--- src/rtl/fir_pkg.sv ---
// fir_pkg: shared types and width helpers for the symmetric FIR MAC.
package fir_pkg;

    // Sequencer states: accept a sample, walk the unique taps, flush the pipe, present result
    typedef enum logic [1:0] {StIdle, StMac, StDrain, StOut} fir_state_e;

    // Number of distinct coefficients of an odd-length symmetric filter
    function automatic int f_nuniq(input int ntaps);
        return (ntaps - 1) / 2 + 1;
    endfunction

    // Coefficient / tap index width
    function automatic int f_aw(input int ntaps);
        return $clog2(f_nuniq(ntaps));
    endfunction

    // Accumulator width: pre-added sample times coefficient, plus growth over NUNIQ terms
    function automatic int f_acc_w(input int ntaps, input int data_w, input int coef_w);
        return data_w + 1 + coef_w + f_aw(ntaps);
    endfunction

endpackage

--- src/rtl/fir_coef_ram.sv ---
// fir_coef_ram: NUNIQ x COEF_W coefficient store, gated synchronous write, registered read.
module fir_coef_ram #(
    parameter int NUNIQ  = 28,
    parameter int AW     = 5,
    parameter int COEF_W = 16
) (
    input  logic              clk,
    input  logic              rst,
    input  logic              i_wr_allow,
    input  logic              i_we,
    input  logic [AW-1:0]     i_waddr,
    input  logic [COEF_W-1:0] i_wdata,
    input  logic [AW-1:0]     i_raddr,
    output logic [COEF_W-1:0] o_rdata
);
    logic [COEF_W-1:0] r_mem [NUNIQ];
    logic [COEF_W-1:0] r_rdata;
    logic              w_wr_en;

    // Out-of-range addresses and writes outside the allowed states are dropped
    assign w_wr_en = i_we && i_wr_allow && (32'(i_waddr) < 32'(NUNIQ));
    assign o_rdata = r_rdata;

    // Storage and read register, cleared by reset
    always_ff @(posedge clk or posedge rst) begin
        if (rst) begin
            for (int i = 0; i < NUNIQ; i++) begin
                r_mem[i] <= '0;
            end
            r_rdata <= '0;
        end else begin
            if (w_wr_en) begin
                r_mem[i_waddr] <= i_wdata;
            end
            r_rdata <= r_mem[i_raddr];
        end
    end

endmodule

--- src/rtl/sym_fir_mac.sv ---
// sym_fir_mac: sequential odd-length symmetric FIR, one shared pre-adder/multiplier/accumulator.
// Build macro FIR_SAT_EN: round half up before the shift, clamp to OUT_W, sticky ovf.
module sym_fir_mac
    import fir_pkg::*;
#(
    parameter int NTAPS  = 55,
    parameter int DATA_W = 16,
    parameter int COEF_W = 16,
    parameter int OUT_W  = 16,
    parameter int SHIFT  = 15,
    localparam int NUNIQ = f_nuniq(NTAPS),
    localparam int AW    = f_aw(NTAPS)
) (
    input  logic                     clk,
    input  logic                     rst,
    input  logic                     in_valid,
    output logic                     in_ready,
    input  logic signed [DATA_W-1:0] in_data,
    output logic                     out_valid,
    input  logic                     out_ready,
    output logic signed [OUT_W-1:0]  out_data,
    input  logic                     coef_we,
    input  logic [AW-1:0]            coef_addr,
    input  logic [COEF_W-1:0]        coef_wdata,
    output logic                     busy,
    output logic                     ovf
);
    localparam int HALF  = (NTAPS - 1) / 2;
    localparam int ACC_W = f_acc_w(NTAPS, DATA_W, COEF_W);
    localparam int PREW  = DATA_W + 1;
    localparam int PW    = DATA_W + 1 + COEF_W;
    localparam int XW    = $clog2(NTAPS);
    localparam int EW    = ACC_W + OUT_W + 2;

    fir_state_e              r_state, w_state_next;
    logic signed [DATA_W-1:0] r_x [NTAPS];
    logic [AW-1:0]           r_k;
    logic [1:0]              r_drain;
    logic                    r_v1, r_v2, r_in_ready;
    logic signed [PREW-1:0]  w_p, r_p;
    logic [COEF_W-1:0]       w_coef;
    logic signed [PW-1:0]    r_prod;
    logic signed [ACC_W-1:0] r_acc;
    logic signed [OUT_W-1:0] r_out_data, w_fmt;
    logic [XW-1:0]           w_idx_lo, w_idx_hi;
    logic                    w_accept, w_load_out, w_wr_allow, w_last_k;

    assign w_accept   = in_valid && r_in_ready && (r_state == StIdle);
    assign w_last_k   = (r_k == AW'(HALF));
    // Third drain cycle: the last product has landed in the accumulator
    assign w_load_out = (r_state == StDrain) && (r_drain == 2'd2);
    assign w_wr_allow = (r_state == StIdle) || (r_state == StOut);

    fir_coef_ram #(
        .NUNIQ  (NUNIQ),
        .AW     (AW),
        .COEF_W (COEF_W)
    ) u_coef_ram (
        .clk        (clk),
        .rst        (rst),
        .i_wr_allow (w_wr_allow),
        .i_we       (coef_we),
        .i_waddr    (coef_addr),
        .i_wdata    (coef_wdata),
        .i_raddr    (r_k),
        .o_rdata    (w_coef)
    );

    // State register
    always_ff @(posedge clk or posedge rst) begin
        if (rst) r_state <= StIdle;
        else     r_state <= w_state_next;
    end

    // Next-state logic
    always_comb begin
        w_state_next = r_state;
        unique case (r_state)
            StIdle:  if (w_accept)           w_state_next = StMac;
            StMac:   if (w_last_k)           w_state_next = StDrain;
            StDrain: if (r_drain == 2'd2)    w_state_next = StOut;
            StOut:   if (out_ready)          w_state_next = StIdle;
        endcase
    end

    // Outputs decoded from state and output registers
    always_comb begin
        busy      = (r_state != StIdle);
        out_valid = (r_state == StOut);
        in_ready  = r_in_ready;
        out_data  = r_out_data;
    end

    // Tap index, drain counter and registered in_ready
    always_ff @(posedge clk or posedge rst) begin
        if (rst) begin
            r_k        <= '0;
            r_drain    <= '0;
            r_in_ready <= 1'b0;
        end else begin
            r_in_ready <= (w_state_next == StIdle);
            if (w_accept) begin
                r_k <= '0;
            end else if (r_state == StMac && !w_last_k) begin
                r_k <= r_k + AW'(1);
            end
            if (r_state == StMac)        r_drain <= '0;
            else if (r_state == StDrain) r_drain <= r_drain + 2'd1;
        end
    end

    // Delay line shifts once per accepted sample
    always_ff @(posedge clk or posedge rst) begin
        if (rst) begin
            for (int i = 0; i < NTAPS; i++) begin
                r_x[i] <= '0;
            end
        end else if (w_accept) begin
            for (int i = NTAPS - 1; i > 0; i--) begin
                r_x[i] <= r_x[i-1];
            end
            r_x[0] <= in_data;
        end
    end

    // Pre-adder: fold symmetric taps; the centre tap stands alone
    always_comb begin
        w_idx_lo = XW'(r_k);
        w_idx_hi = XW'(NTAPS - 1) - XW'(r_k);
        if (w_last_k) w_p = PREW'(r_x[w_idx_lo]);
        else          w_p = PREW'(r_x[w_idx_lo]) + PREW'(r_x[w_idx_hi]);
    end

    // Pipe stages 1-2: pre-sum alongside the registered coefficient read, then product
    always_ff @(posedge clk or posedge rst) begin
        if (rst) begin
            r_v1   <= 1'b0;
            r_v2   <= 1'b0;
            r_p    <= '0;
            r_prod <= '0;
        end else begin
            r_v1   <= (r_state == StMac);
            r_p    <= w_p;
            r_v2   <= r_v1;
            r_prod <= PW'(r_p) * PW'($signed(w_coef));
        end
    end

    // Pipe stage 3: accumulate, cleared when a new sample is accepted
    always_ff @(posedge clk or posedge rst) begin
        if (rst)         r_acc <= '0;
        else if (w_accept) r_acc <= '0;
        else if (r_v2)   r_acc <= r_acc + ACC_W'(r_prod);
    end

`ifdef FIR_SAT_EN
    localparam logic [EW-1:0]        RND  = (EW'(1) << SHIFT) >> 1;
    localparam logic signed [EW-1:0] MAXV = $signed({{(EW-OUT_W+1){1'b0}}, {(OUT_W-1){1'b1}}});
    localparam logic signed [EW-1:0] MINV = ~MAXV;

    logic signed [EW-1:0] w_shift;
    logic                 w_clamp;
    logic                 r_ovf;

    // Round half up, shift, clamp to the output range
    always_comb begin
        w_shift = (EW'(r_acc) + $signed(RND)) >>> SHIFT;
        w_clamp = 1'b0;
        w_fmt   = OUT_W'(w_shift);
        if (w_shift > MAXV) begin
            w_fmt   = OUT_W'(MAXV);
            w_clamp = 1'b1;
        end else if (w_shift < MINV) begin
            w_fmt   = OUT_W'(MINV);
            w_clamp = 1'b1;
        end
    end

    // Sticky overflow, cleared only by reset
    always_ff @(posedge clk or posedge rst) begin
        if (rst)                       r_ovf <= 1'b0;
        else if (w_load_out && w_clamp) r_ovf <= 1'b1;
    end

    assign ovf = r_ovf;
`else
    // Floor shift, keep the low OUT_W bits
    always_comb begin
        w_fmt = OUT_W'(EW'(r_acc) >>> SHIFT);
    end

    assign ovf = 1'b0;
`endif

    // Output register, held stable through OUT
    always_ff @(posedge clk or posedge rst) begin
        if (rst)             r_out_data <= '0;
        else if (w_load_out) r_out_data <= w_fmt;
    end

endmodule

--- config.mk ---
export PLATFORM = sky130hd
export DESIGN_NAME = sym_fir_mac
export DESIGN_NICKNAME = d
export VERILOG_FILES = /design/src/rtl/fir_pkg.sv /design/src/rtl/fir_coef_ram.sv /design/src/rtl/sym_fir_mac.sv
export SDC_FILE = /design/constraint.sdc
export NUM_CORES = 2
export LEC_CHECK = 0
export CAP_MARGIN = 30
export CORE_AREA = 2 2 358 360
export CTS_CLUSTER_SIZE = 12
export DETAILED_ROUTE_END_ITERATION = 12
export DIE_AREA = 0 0 360 362
export GPL_ROUTABILITY_DRIVEN = 0
export GPL_TIMING_DRIVEN = 0
export PLACE_DENSITY = 0.8
export SYNTH_ARGS = -nofsm -noshare
export SYNTH_HDL_FRONTEND = slang
export SYNTH_SLANG_ARGS = --single-unit
--- constraint.sdc ---
create_clock -name clk -period 68.1 [get_ports clk]
set_input_delay 13.62 -clock clk [delete_from_list [all_inputs] [get_ports clk]]
set_output_delay 13.62 -clock clk [all_outputs]
set_load 0.01 [all_outputs]
==> qor.txt <==
Vias: 62,374
status: finished, violations left
CTS tree: built
final hold viol count: 0
row count: 131
clk root buf: clkbuf_16
io pins: 62
setup TNS: 0 ns
R2R Path End: r_p[15]
WP data required: 68.97 ns
Min-Delay Endpoint: r_v2
drt via density: 6.52
critical path fanouts, max: 133
Setup Viol. Count Final: 0
H-tree depth: 4
failing checks: DRC
Worst EP arrival: 17.13 ns
# clock sinks: 1,451
cell internal pwr: 2180 uW
hold crit path type: reg -> reg
hold path start: r_v1
post-CTS setup buffers: 0
commonest cells after routing, fill and taps aside: nand2_1 (2,880), dfrtp_1 (1,451), mux2_2 (482)
synth-to-layout area growth: 9.76%
hold-fix buffer count after cts: 0
Mapped Cells: 7,559
worst hold slack: 0.347 ns
Max Slew Vio Count: 0
Least-Margin Pin Slew: 1.08 ns
syn_area_per_cell: 10.7 um^2
max-capacitance violation count: 0
hold path depth: 0
worst slack at placement: 50.88 ns
DRC: 105
fmax: 0.0615 GHz
Area contributors post-synth: dfrtp_1 (45%), nand2_1 (13%), mux4_2 (13%)
clk buf depth: 3
largest net degree at the start of global routing: 141
Cell Area, Synth: 80,600 um^2
CP Class: in -> async
Net Switching: 1600 uW
sequential fraction of the synthesis area: 0.451
GR Util All Layers: 0.395
Sw Ratio: 0.424
leakage: 0.0442 uW
sequential share of power: 0.301
final worst slack: 51.84 ns
critical path startpoint category: primary input
nets: 8,231
Port Buffers: 44
Post-Syn Nets: 7,999
Initial Utilization: 0.636
DR WL/cell: 26.5 um
Clk pin slew, worst setup/hold paths: 0.06 ns
Clock Skews: 0.0428 ns
Non-Filler Instances: 9,562
global-route wire length before repair: 385,000 um
async set or reset register ratio after synthesis: 1.00
Unique masters post-synth: 74
DR iter-0 viols: 9,652
share of layout cells above drive strength 1: 0.166
Routed WL: 254,000 um
Setup crit start: rst
worst skew pair latency: 0.84 ns
die height: 362 um
Die X-Extent: 360 um
total global routing overflow: 0
worst flop-to-flop path startpoint: r_k[0]
CTS Buf Count: 152
R2R cell count: 20
IR drop worst, VDD: 0.0000278 V
core area: 127,000 um^2
RSZ-0062 raised after global routing: no
fin area: 88,400 um^2
HPWL Detailed: 182,000 um
post-route ant nets: 0
initial antenna violation count: 29
DP Cell Count: 9,293
Yosys warning count: 0
Critical Path Sink Type: async pin
Clock power frac: 0.215
r2r setup slk: 60.26 ns
fin crit period: 16.26 ns
fin crit share: 0.239
Max-slew headroom: 0.273
most common cell after layout, fill and taps aside: nand2_1
cells resized by post-CTS repair: 0
Synth Register Bits: 1,451
cell area after placement: 83,600 um^2
share of the synthesized area in the top cell type: 0.451
Synth Flop Type: dfrtp_1
combinational power share: 0.483
1st-pass router iterations: 13
die area: 130,000 um^2
EDFF count, synth: 0
cell taking the most area after synthesis: dfrtp_1
pwr dens: 42.7 nW/um^2
vias in the first global route: 62,662
-- cell usage after synthesis, drive strengths merged (6+ instances only) --
master and count:
mux2 482, o21ai 78, mux4 475, a21o 46, nand2b 17, nor3b 6
xnor2 56, a311oi 9, clkbuf 340, and2 149, nand3 26, and3 13
a221oi 26, dfrtp 1451, nor2b 18, mux2i 121, o21a 12, nor3 25
ha 134, o221ai 8, nor2 118, a31oi 9, a22oi 11, a211oi 40
nand2 2880, fa 264, xor2 23, o211ai 6, a21oi 162, nand3b 8
buf 157, o21bai 11, inv 324
-- area by class of cell --
type / count / area, um^2
tap: 1662 / 2080
clock inverter: 31 / 409
clock buffer: 221 / 4320
sequential: 1451 / 36300
timing repair buffer: 78 / 1020
antenna: 11 / 27.5
fill: 8557 / 38300
inverter: 324 / 1220
buffer: 497 / 2130
multi-input combinational: 5287 / 40900
-- sequential cells by signal (all words and copies together) (netlist names) --
name and cells:
r_prod 31, r_acc 31, u_coef_ram.o_rdata 16, r_state 2
r_x 880, u_coef_ram.r_mem 448, r_v1 1, r_drain 2
r_p 17, r_v2 1, r_k 5, in_ready 1
out_data 16
-- per-layer routing --
metal	global-route usage	vias to the layer above	part of all wire	wire (um)
li1	-	25640	-	-
met1	0.495	30972	0.35	88600
met2	0.574	4494	0.43	110000
met3	0.178	1228	0.15	37300
met4	0.218	40	0.069	17500
met5	0.0192	-	0.0024	610
-- metrics by stage --
step / power [uW] / utilization
detailed placement: 2880 / 0.660
finish: 3780 / 0.698
global route: 3930 / 0.698
global placement: 2810 / 0.656
CTS: 3690 / 0.697
floorplan: 2300 / -
-- power by group through the flow --
stage | clock network [uW] | registers, uW | logic [uW]
2_1_floorplan | 0 | 1100 | 1200
3_3_place_gp | 0 | 1140 | 1670
3_5_place_dp | 0 | 1140 | 1740
4_1_cts | 813 | 1130 | 1750
5_1_grt | 848 | 1150 | 1930
6_report | 813 | 1140 | 1820
-- critical path, stage by stage --
cell	delay [ns]
clkdlybuf4s50_1	0.49
inv_8	0.61
buf_16	0.46
buf_16	0.47
buf_16	0.51
buf_16	0.53
-- worst max path at each step --
stage               endpoint  slack, ns  depth (start not counted)
global route        r_x[596]      51.34                          6
floorplan           in_ready      13.56                          1
finish              r_x[532]      51.84                          6
CTS                 r_x[612]      51.73                          6
global placement    r_x[598]      -0.88                          2
detailed placement  r_x[596]      50.88                          6
-- logic make-up (layout without fill, tap and decap cells) --
| logic type | count (synthesis) | in the layout | synth area share |
|---|---|---|---|
| adder cells (fa/ha/maj) | 398 | 398 | 0.0864 |
| AND/OR/NAND/NOR | 3285 | 3285 | 0.162 |
| flip-flops | 1451 | 1451 | 0.451 |
| multiplexers | 1078 | 1078 | 0.215 |
| buffers and inverters | 821 | 1151 | 0.0415 |
| other | 1 | 12 | 0.0000465 |
| AO/OA/AOI/OAI | 446 | 446 | 0.0355 |
| XOR/XNOR | 79 | 79 | 0.00882 |
Note: power is estimated with default switching activity, not from simulation.
